===== config.mk =====
export PLATFORM = sky130hd
export DESIGN_NAME = pc_branch_unit
export DESIGN_NICKNAME = d
export VERILOG_FILES = /design/src/rtl/pc_br_pkg.sv /design/src/rtl/br_decide.sv /design/src/rtl/pc_branch_unit.sv
export SDC_FILE = /design/constraint.sdc
export NUM_CORES = 1
export LEC_CHECK = 0
export BUFFER_PORTS_ARGS = -buffer_cell sky130_fd_sc_hd__buf_4
export CORE_MARGIN = 4
export CORE_UTILIZATION = 30
export DETAILED_ROUTE_END_ITERATION = 8
export PLACE_DENSITY = 0.47
export SYNTH_ARGS = -nofsm -noshare
export SYNTH_HDL_FRONTEND = slang
export SYNTH_HIERARCHICAL = 1
export SYNTH_SLANG_ARGS = --single-unit
export TNS_END_PERCENT = 100

===== constraint.sdc =====
create_clock -name clk -period 4.2 [get_ports clk]
set_clock_uncertainty 0.1 [all_clocks]
set_input_delay 0.84 -clock clk [delete_from_list [all_inputs] [get_ports clk]]
set_output_delay 0.84 -clock clk [all_outputs]
set_load 0.01 [all_outputs]

===== src/rtl/pc_br_pkg.sv =====
// pc_br_pkg: branch type codes, compare-flag positions and reset PC shared by the
// fetch PC / branch unit and its decision logic.
package pc_br_pkg;
    localparam int BR_TYPE_W = 4;
    localparam logic [31:0] RESET_PC_DEFAULT = 32'h0000_3000;
    // Bit positions inside cmp_flags = {eq,neq,ltz,lez,gtz,gez}
    localparam int F_EQ = 5;
    localparam int F_NEQ = 4;
    localparam int F_LTZ = 3;
    localparam int F_LEZ = 2;
    localparam int F_GTZ = 1;
    localparam int F_GEZ = 0;
    typedef enum logic [BR_TYPE_W-1:0] {
        BR_NONE = 4'd0,
        BR_BEQ  = 4'd1,
        BR_BNE  = 4'd2,
        BR_BLTZ = 4'd3,
        BR_BLEZ = 4'd4,
        BR_BGTZ = 4'd5,
        BR_BGEZ = 4'd6,
        BR_J    = 4'd7,
        BR_JAL  = 4'd8,
        BR_JR   = 4'd9,
        BR_JALR = 4'd10
    } br_type_e;
    typedef enum logic [1:0] {ST_BOOT, ST_RUN, ST_SLOT} state_e;
    function automatic logic is_cond(input logic [BR_TYPE_W-1:0] t);
        return t >= BR_BEQ && t <= BR_BGEZ;
    endfunction
endpackage


===== src/rtl/br_decide.sv =====
// br_decide: combinational taken/target resolution for a D-stage branch or jump.
module br_decide
    import pc_br_pkg::*;
(
    input  logic [BR_TYPE_W-1:0] br_type,
    input  logic [5:0]           cmp_flags,
    input  logic [31:0]          br_pc,
    input  logic [15:0]          br_imm,
    input  logic [25:0]          br_index,
    input  logic [31:0]          jr_target,
    output logic                 taken,
    output logic [31:0]          target,
    output logic                 misaligned
);
    logic [31:0] pc4;
    logic [31:0] br_tgt;
    logic [31:0] j_tgt;
    logic [31:0] jr_tgt;
    logic        is_j;
    logic        is_jr;
    always_comb begin
        pc4 = br_pc + 32'd4;
        br_tgt = pc4 + {{14{br_imm[15]}}, br_imm, 2'b00};
        j_tgt = {pc4[31:28], br_index, 2'b00};
        jr_tgt = {jr_target[31:2], 2'b00};
        is_j = br_type == BR_J || br_type == BR_JAL;
        is_jr = br_type == BR_JR || br_type == BR_JALR;
        taken = (is_j || is_jr)     ? 1'b1 :
                br_type == BR_BEQ  ? cmp_flags[F_EQ] :
                br_type == BR_BNE  ? cmp_flags[F_NEQ] :
                br_type == BR_BLTZ ? cmp_flags[F_LTZ] :
                br_type == BR_BLEZ ? cmp_flags[F_LEZ] :
                br_type == BR_BGTZ ? cmp_flags[F_GTZ] :
                br_type == BR_BGEZ ? cmp_flags[F_GEZ] : 1'b0;
        target = is_jr ? jr_tgt : is_j ? j_tgt : br_tgt;
        misaligned = is_jr && jr_target[1:0] != 2'b00;
    end
endmodule


===== src/rtl/pc_branch_unit.sv =====
// pc_branch_unit: fetch PC owner; applies D-stage branch/jump redirects after the delay slot.
// Optional BR_STATS_EN adds conditional-branch taken/total counters.
module pc_branch_unit
    import pc_br_pkg::*;
#(
    parameter logic [31:0] RESET_PC = RESET_PC_DEFAULT
) (
    input  logic                 clk,
    input  logic                 reset,
    output logic [31:0]          fetch_pc,
    output logic                 fetch_valid,
    input  logic                 fetch_ready,
    input  logic                 br_valid,
    input  logic [BR_TYPE_W-1:0] br_type,
    input  logic [5:0]           cmp_flags,
    input  logic [31:0]          br_pc,
    input  logic [15:0]          br_imm,
    input  logic [25:0]          br_index,
    input  logic [31:0]          jr_target,
    output logic                 squash,
    output logic                 addr_err
`ifdef BR_STATS_EN
    ,
    output logic [31:0]          br_taken_cnt,
    output logic [31:0]          br_total_cnt
`endif
);
    state_e      state;
    logic [31:0] pend_target;
    logic        taken;
    logic [31:0] target;
    logic        misaligned;
    logic        xfer;
    logic [31:0] slot_pc;
    br_decide u_decide (
        .br_type   (br_type),
        .cmp_flags (cmp_flags),
        .br_pc     (br_pc),
        .br_imm    (br_imm),
        .br_index  (br_index),
        .jr_target (jr_target),
        .taken     (taken),
        .target    (target),
        .misaligned(misaligned)
    );
    assign xfer = fetch_valid && fetch_ready;
    assign slot_pc = br_pc + 32'd4;
    always_ff @(posedge clk) begin
        if (reset) begin
            state <= ST_BOOT;
            fetch_pc <= RESET_PC;
            fetch_valid <= 1'b0;
            pend_target <= 32'd0;
            squash <= 1'b0;
            addr_err <= 1'b0;
        end else begin
            squash <= 1'b0;
            addr_err <= 1'b0;
            case (state)
                ST_BOOT: begin
                    state <= ST_RUN;
                    fetch_valid <= 1'b1;
                end
                ST_RUN: begin
                    if (br_valid && taken) begin
                        addr_err <= misaligned;
                        // Delay slot still at fetch: redirect now if it goes, else park the target
                        if (fetch_pc == slot_pc) begin
                            if (xfer) begin
                                fetch_pc <= target;
                            end else begin
                                pend_target <= target;
                                state <= ST_SLOT;
                            end
                        end else begin
                            fetch_pc <= target;
                            squash <= 1'b1;
                        end
                    end else if (xfer) begin
                        fetch_pc <= fetch_pc + 32'd4;
                    end
                end
                ST_SLOT: begin
                    if (xfer) begin
                        fetch_pc <= pend_target;
                        state <= ST_RUN;
                    end
                end
                default: state <= ST_BOOT;
            endcase
        end
    end
`ifdef BR_STATS_EN
    always_ff @(posedge clk) begin
        if (reset) begin
            br_taken_cnt <= 32'd0;
            br_total_cnt <= 32'd0;
        end else if (br_valid && state != ST_SLOT && is_cond(br_type)) begin
            br_total_cnt <= br_total_cnt + 32'd1;
            br_taken_cnt <= br_taken_cnt + {31'd0, taken};
        end
    end
`endif
    always @(posedge clk) begin
        if (!reset) begin
            assert (!(state == ST_SLOT && br_valid));
            assert (!(state == ST_RUN && br_valid && taken && fetch_pc != slot_pc && fetch_pc != slot_pc + 32'd4));
        end
    end
endmodule


**Yosys cells after proc, flatten, opt, wreduce, memory -nomap -nowiden**

Cells that the tools add are included.

- Register bits after elaboration: 69
- Output and inout port bits: 35
- Word-level logic and storage cells: 65

- $add $sub $neg: 3
- Equality and inequality tests: 19
- Multiplexer cells: 21
- Bitwise gates (word level): 3
- Reductions and logical operators: 13

Operators with widths:

| kind | count |
|---|---|
| 2-to-1 mux 32 bit | 7 |
| adder 32 x 3 -> 32 bit (second input constant) | 2 |
| one-hot mux 32 bit (2 select lines) | 1 |
| adder 32 bit | 1 |
| equality test 32 bit | 1 |
| equality test 4 x 3 -> 1 bit (second input constant) | 4 |
| equality test 4 bit (second input constant) | 3 |
| AND reduction 4 bit | 3 |
| equality test 4 x 2 -> 1 bit (second input constant) | 2 |
| 2-to-1 mux 1 bit | 8 |
| 2-to-1 mux 2 bit | 4 |
| != test 2 bit (second input constant) | 4 |
| != test 3 bit (second input constant) | 2 |
| one-hot mux 2 bit (3 select lines) | 1 |
| equality test 4 x 1 -> 1 bit (second input constant) | 1 |
| nonzero test 2 bit | 2 |
| logical AND 1 bit | 3 |
| logical OR 1 bit | 3 |
| inverter 1 bit | 3 |
| OR reduction 3 bit | 1 |
| equality test 2 x 1 -> 1 bit (second input constant) | 1 |
| equality test 2 bit (second input constant) | 1 |
| zero test 2 bit | 1 |

**Depth between registers and ports, before layout**

- Depth after elaboration: 11
- Gate-level depth with buffers: 20

**Modules after synthesis**

The synthesis kept the hierarchy.

Modules (own cells, without submodules):

| module | times used | cells each | area an instance (um^2) | sequential area each (um^2) |
|---|---|---|---|---|
| pc_branch_unit | 1 | 668 | 5316.3 | 1381.3 |
| br_decide | 1 | 452 | 2891.5 | 0.0 |

**Worst setup path before layout**

OpenSTA, ideal clock, no wires.

- Path type: input to register
- Start: input port br_pc[5]
- End: register fetch_pc[27]
- Setup time: 0.103 ns
- Arrival: 4.033 ns
- Slack: -0.037 ns
- Cell stages on the path: 17
- Path buffers: 1
- Cells stage by stage: and4_1 buf_2 nand4_1 xnor2_1 ha_1 and2_1 a41o_1 a311oi_1 a21oi_1 o211ai_1 a21boi_0 o21a_1 o31ai_1 o21ai_0 o21ai_0 nor3_1 a2111oi_2

- Cells in the longest elaborated chain, start to end: 8
- Elaborated cells between the ends (all ways): 11

RTL lines:

| what | RTL line | RTL |
|---|---|---|
| start, declared | pc_branch_unit.sv:16 | `input logic [31:0] br_pc,` |
| adder 32 x 3 -> 32 bit (*) | br_decide.sv:22 | `pc4 = br_pc + 32'd4;` |
| adder 32 bit (*) | br_decide.sv:23 | `br_tgt = pc4 + {{14{br_imm[15]}}, br_imm, 2'b00};` |
| 2-to-1 mux 32 bit (*) (2 in series) | br_decide.sv:35 | `target = is_jr ? jr_tgt : is_j ? j_tgt : br_tgt;` |
| net target[27] | pc_branch_unit.sv:31 | `logic [31:0] target;` |
| 2-to-1 mux 32 bit | pc_branch_unit.sv:69 | `if (xfer) begin` |
| 2-to-1 mux 32 bit (*) | pc_branch_unit.sv:68 | `if (fetch_pc == slot_pc) begin` |
| 2-to-1 mux 32 bit (*) | pc_branch_unit.sv:65 | `if (br_valid && taken) begin` |
| one-hot mux 32 bit (2 select lines) (*) | pc_branch_unit.sv:59 | `case (state)` |
| end signal, assigned | pc_branch_unit.sv:70 | `fetch_pc <= target;` |
| end signal, assigned | pc_branch_unit.sv:76 | `fetch_pc <= target;` |
| end signal, assigned | pc_branch_unit.sv:80 | `fetch_pc <= fetch_pc + 32'd4;` |
| end, declared | pc_branch_unit.sv:10 | `output logic [31:0] fetch_pc,` |

The timed path passes the listed nets; every way through them passes the cells marked *. The select of a mux whose other input is x is not followed.
A chain may end at the register's enable or synchronous reset.

**Final worst setup path**

- Start: input port br_pc[5]
- End: register fetch_pc[29]

- Cells in the longest elaborated chain, start to end: 8
- Elaborated cells between the ends (all ways): 11

RTL lines:

| what | RTL line |
|---|---|
| adder 32 x 3 -> 32 bit (*) | br_decide.sv:22 |
| adder 32 bit | br_decide.sv:23 |
| 2-to-1 mux 32 bit (*) (2 in series) | br_decide.sv:35 |
| net target[29] | pc_branch_unit.sv:31 |
| 2-to-1 mux 32 bit | pc_branch_unit.sv:69 |
| 2-to-1 mux 32 bit (*) | pc_branch_unit.sv:68 |
| 2-to-1 mux 32 bit (*) | pc_branch_unit.sv:65 |
| one-hot mux 32 bit (2 select lines) (*) | pc_branch_unit.sv:59 |

Marked as above.

==> results.py <==
metrics = {
    "setup_path": {
        "worstSetupStartpointType": "input pin",
        "crit_path_cell_trace": "buf_6 -> and4_4 -> nand3_4 -> nor3_4 -> buf_6 -> buf_4 -> nand3_2 -> xnor2_2 -> ha_1 -> buf_4 -> and3_1 -> and4_1 -> a2111oi_2 -> nand2b_1 -> nor3_2 -> nand2_1 -> nand2_1 -> o221a_2 -> a32o_1",
        "worstSetupPathType": "in2reg",
        "crit_start": "br_pc[5]",
        "cp.required_ps": 4330,
        "critical_path.reg2reg.startpoint": "fetch_pc[10]",
        "cp_data_arrival_time_ps": 4260,
        "end_kind": "flop",
        "worst-path-max-fanout": 7,
        "critical_path.max_stage_delay_ps": 360,
        "cp_slowest_cell": "sky130_fd_sc_hd__a2111oi_2",
    },
    "routing": {
        "drtPass1Iterations": 5,
        "postRouteWirelength_um": 35100,
        "drc": 0,
        "detail-route-antenna-nets": 0,
        "detail_route.iter0.violations": 692,
        "via_per_inst": 5.54,
        "detailroute.via_count": 9688,
        "wl_per_cell_um": 20.1,
    },
    "cts": {
        "numClockSinks": 69,
        "clkLatencyLatePin_ps": 330,
        "ctsRootBufferMaster": "sky130_fd_sc_hd__clkbuf_16",
        "htree_num_levels": 3,
        "tritoncts": "done",
        "number_of_buffers_created_by_cts": 9,
        "cts_max_path_bufs": 2,
        "clk_pin_slew_ps": 60,
    },
    "floorplanning": {
        "initial_utilization_pct": 30.5,
        "dieHeight_um": 173,
        "core.rowCount": 60,
        "die_width_um": 173,
        "floorplan.die_area_um2": 30100,
        "placeableCoreArea_um2": 27000,
        "design.portCount": 155,
    },
    "global_route": {
        "grt_start_max_net_pins": 71,
        "first_pass_grt_wire_length_um": 53700,
        "global_route.overflow_total": 0,
        "antenna_found_initial": 0,
        "grt.total_usage_pct": 22.2,
        "number_of_global_route_vias_before_repair": 9179,
    },
    "power_and_ir_drop": {
        "switching_pwr_w": 0.000997,
        "cellPowerDensity_nw_per_um2": 231,
        "cell_internal_pwr_w": 0.00172,
        "power_share_of_the_clock_group_pct": 28.3,
        "leakagePower_nw": 4.76,
        "p_sw_share_pct": 36.7,
        "part_of_the_total_power_dissipated_in_sequential_elements_pct": 26.2,
        "power.share.combinational_pct": 45.5,
        "power.ir.vdd_worst_v": 0.000172,
    },
    "timing": {
        "timing_max_transition_violations_final": 0,
        "grt_setup_unrepaired": "yes",
        "setup_violations": 0,
        "totalNegativeSetupSlack_ps": 0,
        "finalHoldViolations": 0,
        "timing.final.crit_period_ps": 4130,
        "worst-slew-pin-transition_ps": 866,
        "max_freq_mhz": 242,
        "crit_share_post_route_pct": 98.4,
        "slew_headroom_pct": 42.0,
        "least_setup_slack_across_all_paths_after_layout_ps": 67.9,
    },
    "placed_design": {
        "place_congestion": 0.890,
        "dp_hpwl_um": 27900,
        "placedCellCount": 1720,
        "number_of_i_o_port_buffers": 154,
        "pre_cts_ws_ps": -806,
    },
    "cells_and_area": {
        "post_route_utilization_pct": 43.6,
        "post_route_cells_drive_above_1_share_pct": 34.2,
        "finalNetCount": 1566,
        "most-common-layout-cells": "sky130_fd_sc_hd__buf_4 (328), sky130_fd_sc_hd__nor2_1 (125), sky130_fd_sc_hd__nand2_1 (102)",
        "final_common_cell": "sky130_fd_sc_hd__buf_4",
        "layout-area-overhead-vs-synth_pct": 43.1,
        "layoutNonFillerInstCount": 1749,
        "antenna_cells_inserted": 0,
    },
    "status": {
        "status": "completed",
    },
    "synthesis": {
        "yosys_warnings": 6,
        "async_flop_share_pct": 0,
        "syn_nets": 1281,
        "seq_area_frac_synth_pct": 16.8,
        "netlist_area_um2": 8210,
        "synthFlopType": "sky130_fd_sc_hd__dfxtp_1",
        "yosysUniqueCellTypes": 90,
        "ys_ff_latch": 69,
        "post_synth_inst_count": 1120,
        "post_synth.cell_area_avg_um2": 7.33,
        "count_of_flip_flops_with_a_built_in_enable_after_synthesis": 0,
    },
    "run": {
        "max_cap_viol_count": 0,
    },
    "worst_hold_path": {
        "min_from": "pend_target[0]",
        "timing.hold.worst.class": "reg2reg",
    },
}
-- timing repair --
action                                  CTS  global route
pin swaps                                 6            79
resized for setup                        31            99
buffers inserted                          3            13
hold buffers                              0             0
endpoints found under the setup margin   15            19
-- worst max-delay path: cells and delay by family --
family / cells / cell delay, ps
buffers and inverters: 4 / 510
and+or+nand+nor: 10 / 1560
AOI/OAI and AO/OA: 3 / 820
xor gates and xnor gates: 1 / 240
adders and majority gates: 1 / 280
-- power groups by stage --
stage | clock network, W | logic (W) | registers (W)
5_1_grt | 0.000797 | 0.00134 | 0.000715
6_report | 0.000767 | 0.00124 | 0.000711
3_3_place_gp | 0 | 0.00113 | 0.000725
2_1_floorplan | 0 | 0.000572 | 0.000709
4_1_cts | 0.000774 | 0.00115 | 0.000710
3_5_place_dp | 0 | 0.00113 | 0.000724
-- layout make-up --
type | count | area [um2]
clock buffers | 12 | 246
fillers | 2830 | 15200
well taps | 341 | 427
inverters | 20 | 75.1
clock inverters | 2 | 35.0
multi-input cells | 966 | 6970
repair buffers | 339 | 2610
flip-flops and latches | 69 | 1380
-- per-layer routing --
layer	routed length [um]	up-vias	GRT usage (%)
met1	16200	4546	31.5
met3	2240	43	3.97
met4	889	0	5.15
met2	15800	340	35.0
met5	0	-	0
li1	-	4759	-
-- metrics by stage --
stage | cell area, um2 | power (W) | hold slack, ps
after floorplan | 8210 | 0.00128 | 351
after global placement | 10800 | 0.00185 | 371
after detailed placement | 10800 | 0.00185 | 377
after CTS | 11200 | 0.00264 | 390
after global routing | 11700 | 0.00285 | 410
final | 11700 | 0.00271 | 389
-- cell families (layout without fill, tap and decap cells) --
family          after synthesis  after routing  synth area share, %
compound gates              318            318                 26.3
xor+xnor                    106            106                 11.3
fa+ha+maj                    41             41                 6.34
buf+inv                      85            373                 4.65
flops                        69             69                 16.8
mux                          45             45                 5.66
simple gates                456            456                 28.9
-- sequential cells by signal (all words and copies together), names as in the netlist --
name / flops
fetch_pc: 32
pend_target: 32
squash: 1
state: 2
fetch_valid: 1
addr_err: 1
-- final timing paths --
kind | to | slack [ps] | cells after the start
max | fetch_pc[29] | 70 | 19
min reg2reg | pend_target[0] | 390 | 2
min | pend_target[0] | 390 | 2
max reg2reg | fetch_pc[21] | 890 | 10
-- synthesized netlist by cell type, drive strengths merged (5+ instances only) --
cell	instances	area [um2]
dfxtp	69	1380
a21o	15	113
nor3	26	151
a21oi	86	430
o21a	6	45.0
xor2	43	377
or3	12	76.3
nor2b	5	31.3
xnor2	63	552
a22oi	6	45.0
ha	40	500
a221oi	8	70.1
o211ai	6	45.0
o31ai	20	164
nor4	14	139
and3	23	153
nand2b	10	62.6
nand3	53	288
o2111ai	20	181
and2	14	90.1
buf	15	92.6
nor2	131	494
a211oi	26	195
nand4	30	230
mux2i	43	430
a221o	5	50.1
a311oi	7	61.3
and4	12	111
o21bai	10	75.1
o21ai	53	265
nand2	109	412
inv	18	67.6
clkbuf	49	204
a31oi	16	100
Note: power is estimated with default switching activity, not from simulation.
